### src/rtl/hazard_stall_ctrl_pkg.sv
// hazard_stall_ctrl_pkg
//   Shared types and limits for the pipeline hazard controller.
//   hazard_state_e : controller FSM states
//   MAX_LOAD_STALL : largest supported load-use bubble count
//   REM_W          : width of the remaining-bubble counter
package hazard_stall_ctrl_pkg;

    typedef enum logic [1:0] {
        RUN    = 2'd0,
        LSTALL = 2'd1,
        MWAIT  = 2'd2
    } hazard_state_e;

    localparam int MAX_LOAD_STALL = 4;
    // Holds up to MAX_LOAD_STALL-1: the first bubble is the hit cycle itself.
    localparam int REM_W          = 2;

endpackage

### src/rtl/hazard_stall_ctrl_perf_sat_counter.sv
// perf_sat_counter
//   Saturating event counter. Counts rising-edge cycles with inc=1 and
//   holds at all-ones.
//   clk : clock
//   rst : async active-high reset, clears the count
//   inc : count this cycle
//   cnt : current count
module perf_sat_counter #(
    parameter int W = 32
) (
    input  logic         clk,
    input  logic         rst,
    input  logic         inc,
    output logic [W-1:0] cnt
);

    always_ff @(posedge clk or posedge rst) begin
        if (rst)
            cnt <= '0;
        else if (inc && (cnt != {W{1'b1}}))
            cnt <= cnt + W'(1);
    end

endmodule

### src/rtl/hazard_stall_ctrl.sv
// hazard_stall_ctrl
//   Pipeline hazard controller for a 5-stage core: load-use stalls of
//   LOAD_STALL bubbles, taken-branch flushes of FLUSH_DEPTH registers,
//   freezes on imem/dmem wait states, saturating stall/flush counters.
//   Outputs are Mealy: they react in the same cycle as the hazard.
//   Inputs : idex_memread/idex_rd (EX load), ifid_rs1/rs2 + use flags (ID
//            sources), pcsrc (taken branch), imem_ready, dmem_ready.
//   Outputs: en_pc/en_ifid/en_idex/en_exmem/en_memwb register enables,
//            flush_ifid/flush_idex/flush_exmem NOP loads, busy (not RUN),
//            stall_cnt (cycles with en_pc=0), flush_cnt (branch flushes).
module hazard_stall_ctrl
    import hazard_stall_ctrl_pkg::*;
#(
    parameter int REG_W       = 5,
    parameter int LOAD_STALL  = 1,
    parameter int FLUSH_DEPTH = 2,
    parameter int CNT_W       = 32
) (
    input  logic             clk,
    input  logic             rst,
    input  logic             idex_memread,
    input  logic [REG_W-1:0] idex_rd,
    input  logic [REG_W-1:0] ifid_rs1,
    input  logic [REG_W-1:0] ifid_rs2,
    input  logic             ifid_use_rs1,
    input  logic             ifid_use_rs2,
    input  logic             pcsrc,
    input  logic             imem_ready,
    input  logic             dmem_ready,
    output logic             en_pc,
    output logic             en_ifid,
    output logic             en_idex,
    output logic             en_exmem,
    output logic             en_memwb,
    output logic             flush_ifid,
    output logic             flush_idex,
    output logic             flush_exmem,
    output logic             busy,
    output logic [CNT_W-1:0] stall_cnt,
    output logic [CNT_W-1:0] flush_cnt
);

    hazard_state_e    state, state_nxt;
    logic [REM_W-1:0] rem, rem_nxt;

    // Load-use comparator; x0 never carries a hazard.
    logic hit;
    assign hit = idex_memread && (idex_rd != '0) &&
                 ((ifid_use_rs1 && (ifid_rs1 == idex_rd)) ||
                  (ifid_use_rs2 && (ifid_rs2 == idex_rd)));

    // A stall is in progress either in LSTALL or frozen inside MWAIT with
    // bubbles still owed (rem is held across the dmem wait).
    logic stall_active;
    assign stall_active = (state == LSTALL) || ((state == MWAIT) && (rem != '0));

    // State register
    always_ff @(posedge clk or posedge rst) begin
        if (rst) begin
            state <= RUN;
            rem   <= '0;
        end else begin
            state <= state_nxt;
            rem   <= rem_nxt;
        end
    end

    // Next state, priority: dmem wait > branch > active stall > new hit
    always_comb begin
        state_nxt = RUN;
        rem_nxt   = rem;
        if (!dmem_ready) begin
            state_nxt = MWAIT;
        end else if (pcsrc) begin
            state_nxt = RUN;
            rem_nxt   = '0;
        end else if (stall_active) begin
            if (rem <= REM_W'(1)) begin
                state_nxt = RUN;
                rem_nxt   = '0;
            end else begin
                state_nxt = LSTALL;
                rem_nxt   = rem - REM_W'(1);
            end
        end else if (hit && (LOAD_STALL > 1)) begin
            state_nxt = LSTALL;
            rem_nxt   = REM_W'(LOAD_STALL - 1);
        end else begin
            state_nxt = RUN;
            rem_nxt   = '0;
        end
    end

    // Output decode
    always_comb begin
        en_pc       = 1'b1;
        en_ifid     = 1'b1;
        en_idex     = 1'b1;
        en_exmem    = 1'b1;
        en_memwb    = 1'b1;
        flush_ifid  = 1'b0;
        flush_idex  = 1'b0;
        flush_exmem = 1'b0;
        if (rst) begin
            {en_pc, en_ifid, en_idex, en_exmem, en_memwb} = '0;
            {flush_ifid, flush_idex, flush_exmem}         = '1;
        end else if (!dmem_ready) begin
            {en_pc, en_ifid, en_idex, en_exmem, en_memwb} = '0;
        end else if (pcsrc) begin
            flush_ifid  = 1'b1;
            flush_idex  = (FLUSH_DEPTH >= 2);
            flush_exmem = (FLUSH_DEPTH >= 3);
        end else if (stall_active || hit) begin
            en_pc      = 1'b0;
            en_ifid    = 1'b0;
            flush_idex = 1'b1;
        end else if (!imem_ready) begin
            // Hold PC, feed a bubble into ID while the rest drains.
            en_pc      = 1'b0;
            flush_ifid = 1'b1;
        end
    end

    assign busy = !rst && (state != RUN);

    logic flush_inc;
    assign flush_inc = !rst && dmem_ready && pcsrc;

    perf_sat_counter #(.W(CNT_W)) u_stall_cnt (
        .clk (clk),
        .rst (rst),
        .inc (!en_pc),
        .cnt (stall_cnt)
    );

    perf_sat_counter #(.W(CNT_W)) u_flush_cnt (
        .clk (clk),
        .rst (rst),
        .inc (flush_inc),
        .cnt (flush_cnt)
    );

endmodule

### config.mk
export PLATFORM = sky130hd
export DESIGN_NAME = hazard_stall_ctrl
export DESIGN_NICKNAME = d
export VERILOG_FILES = /design/src/rtl/hazard_stall_ctrl_pkg.sv /design/src/rtl/hazard_stall_ctrl_perf_sat_counter.sv /design/src/rtl/hazard_stall_ctrl.sv
export SDC_FILE = /design/constraint.sdc
export NUM_CORES = 1
export LEC_CHECK = 0
export ABC_AREA = 1
export BUFFER_PORTS_ARGS = -buffer_cell sky130_fd_sc_hd__buf_2
export CAP_MARGIN = 20
export CORE_MARGIN = 2
export CORE_UTILIZATION = 55
export CTS_CLUSTER_SIZE = 10
export DETAILED_ROUTE_END_ITERATION = 8
export GPL_TIMING_DRIVEN = 0
export PLACE_DENSITY_LB_ADDON = 0.12
export REMOVE_ABC_BUFFERS = 1
export SETUP_SLACK_MARGIN = 0.3
export SYNTH_ARGS = -nofsm -noshare
export SYNTH_HDL_FRONTEND = slang
export SYNTH_SLANG_ARGS = --single-unit
### constraint.sdc
create_clock -name clk -period 6 [get_ports clk]
set_input_delay 1.2 -clock clk [delete_from_list [all_inputs] [get_ports clk]]
set_output_delay 1.2 -clock clk [all_outputs]
set_load 0.03 [all_outputs]
* Word level (Yosys, flattened, before mapping)
Index checks and enable logic that the tools add are counted.
Word-level totals: register bits 68, output and inout bits 73, logic and storage cells 60
Operators by class: add/sub/neg operators 3, order comparisons 1, equality and inequality tests 6, muxes and demuxes 28, reduce and logical (&&, ||, !) cells 18
Operator list (number):
- $add A32 B1 Y32 const B | 2
- $ne A32 B32 Y1 const B | 2
- $mux W1 | 22
- $mux W2 | 6
- $eq A5 B5 Y1 | 2
- $logic_and A1 B1 Y1 | 10
- $reduce_bool A5 Y1 | 1
- $reduce_bool A2 Y1 | 2
- $logic_or A1 B1 Y1 | 3
- $eq A2 B1 Y1 const B | 1
- $eq A2 B2 Y1 const B | 1
- $le A2 B1 Y1 const B | 1
- $logic_not A1 Y1 | 2
- $sub A2 B1 Y2 const B | 1

* Depth between registers and ports, before layout
word-level depth 11, mapped depth 14, gate-level depth less buffers 13

* Modules after synthesis
From an unflattened synthesis, not the netlist that was laid out.
Second synthesis, totals: cell total of the unflattened synthesis 817, area, all modules 5006.1 um^2
Modules (own cells, without submodules):
- perf_sat_counter | times used 2, cells each 361, area each 2257.2 um^2
- hazard_stall_ctrl | times used 1, cells each 95, area each 491.7 um^2

* Least setup slack after synthesis
OpenSTA, ideal clock, no wires.
kind in2out, from input port rst, to output port flush_ifid, arrival 3.531 ns, data required time 4.800 ns, path slack 1.269 ns, stages on the path 2, path buffers 0, cell sequence inv_1 > o21ai_0
On the way: cells in the longest elaborated chain, start to end 1
Ends and longest elaborated chain:
- start, declared | RTL line hazard_stall_ctrl.sv:20 | input logic rst,
- $mux W1 | RTL line hazard_stall_ctrl.sv:104 | if (rst) begin
- end, declared | RTL line hazard_stall_ctrl.sv:35 | output logic flush_ifid,
No other way between the ends.

* Worst setup path in the final report
from input port idex_rd[3], to output port en_pc
On the way: cells in the longest elaborated chain, start to end 9
Ends and longest elaborated chain:
- start, declared | RTL line hazard_stall_ctrl.sv:22 | input logic [REG_W-1:0] idex_rd,
- $eq A5 B5 Y1, on equally long branches | RTL line hazard_stall_ctrl.sv:49, hazard_stall_ctrl.sv:50
- $logic_and A1 B1 Y1, on equally long branches | RTL line hazard_stall_ctrl.sv:49, hazard_stall_ctrl.sv:50
- $logic_or A1 B1 Y1 | RTL line hazard_stall_ctrl.sv:49 | ((ifid_use_rs1 && (ifid_rs1 == idex_rd)) ||
- $logic_and A1 B1 Y1 (*) | RTL line hazard_stall_ctrl.sv:48 | assign hit = idex_memread && (idex_rd != '0) &&
- $logic_or A1 B1 Y1 (*) | RTL line hazard_stall_ctrl.sv:113 | end else if (stall_active || hit) begin
- $mux W1 (*) | RTL line hazard_stall_ctrl.sv:113
- $mux W1 (*) | RTL line hazard_stall_ctrl.sv:109 | end else if (pcsrc) begin
- $mux W1 (*) | RTL line hazard_stall_ctrl.sv:107 | end else if (!dmem_ready) begin
- $mux W1 (*) | RTL line hazard_stall_ctrl.sv:104
- end, declared | RTL line hazard_stall_ctrl.sv:30 | output logic en_pc,
Mark *: on every way between the ends. The rest lies on a longest branch, timed or not.

==> flow_metrics.tcl <==
set metrics [dict create \
    clock_sinks 68 \
    p_leak_uw 0.002697 \
    cts_buffer_depth 2 \
    syn_avg_cell_area_um2 7.079 \
    portBuffers 95 \
    post_cts_resized 0 \
    drt_iter0_drc 293 \
    synth.distinct_cells 30 \
    cellPowerDensity_nw_per_um2 261.1 \
    vdd_ir_drop_max_uv 144.1 \
    tritoncts "built" \
    dieArea_um2 8670 \
    critPathMaxFanout 34 \
    dpl.hpwl_um 7950 \
    syn2layout_area_growth_pct 16.47 \
    grt_max_degree 71 \
    gr-total-overflow 0 \
    synth_compound_area_share_pct 1.289 \
    antenna_left 0 \
    drv_cap 0 \
    syn-cell-area_um2 4368 \
    yosys.area_share.xor_xnor_pct 11.63 \
    diodes 0 \
    grt_pass1_wl_um 18060 \
    nets 732 \
    clkLatencyLatePin_ns 0.35 \
    slew_viol_final 0 \
    finalSetupViolations 0 \
    hold_violations 0 \
    final_util_pct 65.84 \
    multiInputGateArea_um2 2333 \
    hold_path.class "flop to flop" \
    num_vias 4288 \
    place_congestion 0.9174 \
    reg2reg_depth 9 \
    fin_crit_sh_pct 67.62 \
    row_count 32 \
    grt_setup_unrepaired "no" \
    post_cts_buffers 0 \
    vias_per_cell 5.268 \
    drive_gt1_share_pct 18.12 \
    clk_pin_slew_ns 0.08 \
    avgRoutedWirePerCell_um 13.35 \
    design.core.area_um2 7727 \
    grtUsageTotal_pct 25.91 \
    setup_tns_ns 0 \
    cts-hold-fix-buffers 0 \
    status "finished, final reports clean" \
    synth-seq-cells 68 \
    nFillCells 694 \
    hold_depth 2 \
    regArea_um2 1702 \
    htreeDepth 3 \
    cp-end-kind "primary output" \
    die_h_um 93.12 \
    synthMuxAreaShare_pct 0 \
    yosys.area_share.simple_pct 39.93 \
    critPathRequiredTime_ns 4.80 \
    cts_buffers 9 \
    start_util_pct 56.53 \
    ys_warn_count 0 \
    holdWs_ns 0.5160 \
    crit_type "primary input to primary output" \
    syn_inst 617 \
    cts_root_buffer "clkbuf_8" \
    post-route-min-period_ns 4.057 \
    worstMarginPinSlew_ns 0.8645 \
    synth_top_family_by_area "simple AND/OR/NAND/NOR gates" \
    crit_arrival_ns 2.86 \
    fmax_ghz 0.2465 \
    ios 96 \
    start_kind "primary input" \
    slew_headroom_pct 42.37 \
    drc 0 \
    synth-seq-area-share_pct 38.96 \
    die_x_um 93.12 \
    antenna_found_initial 0 \
    grt_pass1_vias 3835 \
    synth-adder-area-share_pct 0.5729 \
    fin_worst_skew_ns 0.01491 \
    firstDrtPassIters 5 \
    drt-total-wl_um 10870 \
]
-- cells in the final DEF (no fill, tap or decap), types with 9 or more instances in the layout --
master | Yosys | layout
inv_1 | 53 | 52
dfrtp_1 | 68 | 68
buf_2 | 5 | 95
clkbuf_8 | 0 | 9
nand3_1 | 51 | 51
nor3_1 | 25 | 25
nor2_1 | 74 | 74
nand4_1 | 17 | 17
xnor2_1 | 21 | 21
nand2_1 | 214 | 214
xor2_1 | 37 | 37
-- routing by layer --
layer / GRT usage [%] / vias up / part of all wire (%)
met1: 37.55 / 1995 / 48
met2: 40.34 / 148 / 45
met5: 0 / - / 0
li1: - / 2130 / -
met3: 3.868 / 15 / 5.7
met4: 7.721 / 0 / 1.4
-- cells by family after synthesis --
family                   after synthesis
AND/OR/NAND/NOR                      402
XOR/XNOR                              58
AO/OA/AOI/OAI                         11
adder cells (fa/ha/maj)                2
flip-flops                            68
buffers and inverters                 76
-- Yosys cell counts, drive strengths merged --
cell	instances	area (um2)
nor2	78	312.8
o21ai	9	45.04
buf	15	103.8
dfrtp	68	1702
nand4	17	106.4
clkinv	1	3.750
xor2	37	324.1
nand3	54	292.8
inv	59	221.5
nor4	7	50.05
nand2	217	827.0
xnor2	21	183.9
nor3	25	125.1
ha	2	25.02
o22ai	1	6.260
nand3b	4	30.03
a21oi	1	5.000
clkbuf	1	3.750
-- worst paths after layout --
kind | startpoint | to | slack (ns)
min in group asynchronous | rst | u_flush_cnt.cnt[14]$_DFFE_PP0P_ | 1.07
worst min-delay path | u_stall_cnt.cnt[31]$_DFFE_PP0P_ | u_stall_cnt.cnt[31]$_DFFE_PP0P_ | 0.52
worst min register to register | u_stall_cnt.cnt[31]$_DFFE_PP0P_ | u_stall_cnt.cnt[31]$_DFFE_PP0P_ | 0.52
worst max-delay path | idex_rd[3] | en_pc | 1.94
worst max register to register | u_stall_cnt.cnt[0]$_DFFE_PP0P_ | u_stall_cnt.cnt[30]$_DFFE_PP0P_ | 3.44
max in group asynchronous | rst | u_stall_cnt.cnt[5]$_DFFE_PP0P_ | 4.37
-- registers in the layout, indices dropped and copies added (netlist names) --
signal,flops
u_stall_cnt.cnt,32
rem,2
state,2
u_flush_cnt.cnt,32
-- where the power goes --
part / total (uW) / switching, uW / leakage (uW) / internal, uW
combinational: 332 / 231 / 0.00168 / 101
clock: 428 / 192 / 0.000106 / 236
sequential: 568 / 63.6 / 0.000909 / 505
total: 1330 / 487 / 0.00270 / 842
-- worst max-delay path, cell delays in order --
cell and delay (ns):
buf_2 0.11, inv_1 0.09, nand4_1 0.12, o21ai_1 0.13
inv_1 0.04, nand2_1 0.06, nand2_1 0.05, nand2_1 0.10
nand3_2 0.56, inv_1 0.17, buf_2 0.22
-- stage by stage --
stage | cells | setup slack (ns) | power [uW] | area [um2]
6_report | 814 | 1.943 | 1328 | 5087
5_1_grt | 814 | 1.701 | 1395 | 5087
4_1_cts | 814 | 1.946 | 1337 | 5087
3_5_place_dp | 798 | 1.956 | 908.6 | 4866
3_3_place_gp | 798 | 0.9483 | 898.0 | 4863
2_1_floorplan | 601 | 1.269 | 804.2 | 4260
-- area by class of cell --
cell class	instances	share of cell area, %
multi-input combinational	473	45.87
sequential	68	33.45
timing repair buffer	95	9.346
inverter	60	4.476
tap	102	2.509
clock buffer	9	2.435
clock inverter	7	1.918
No activity file was read; power rests on OpenSTA's default activity.
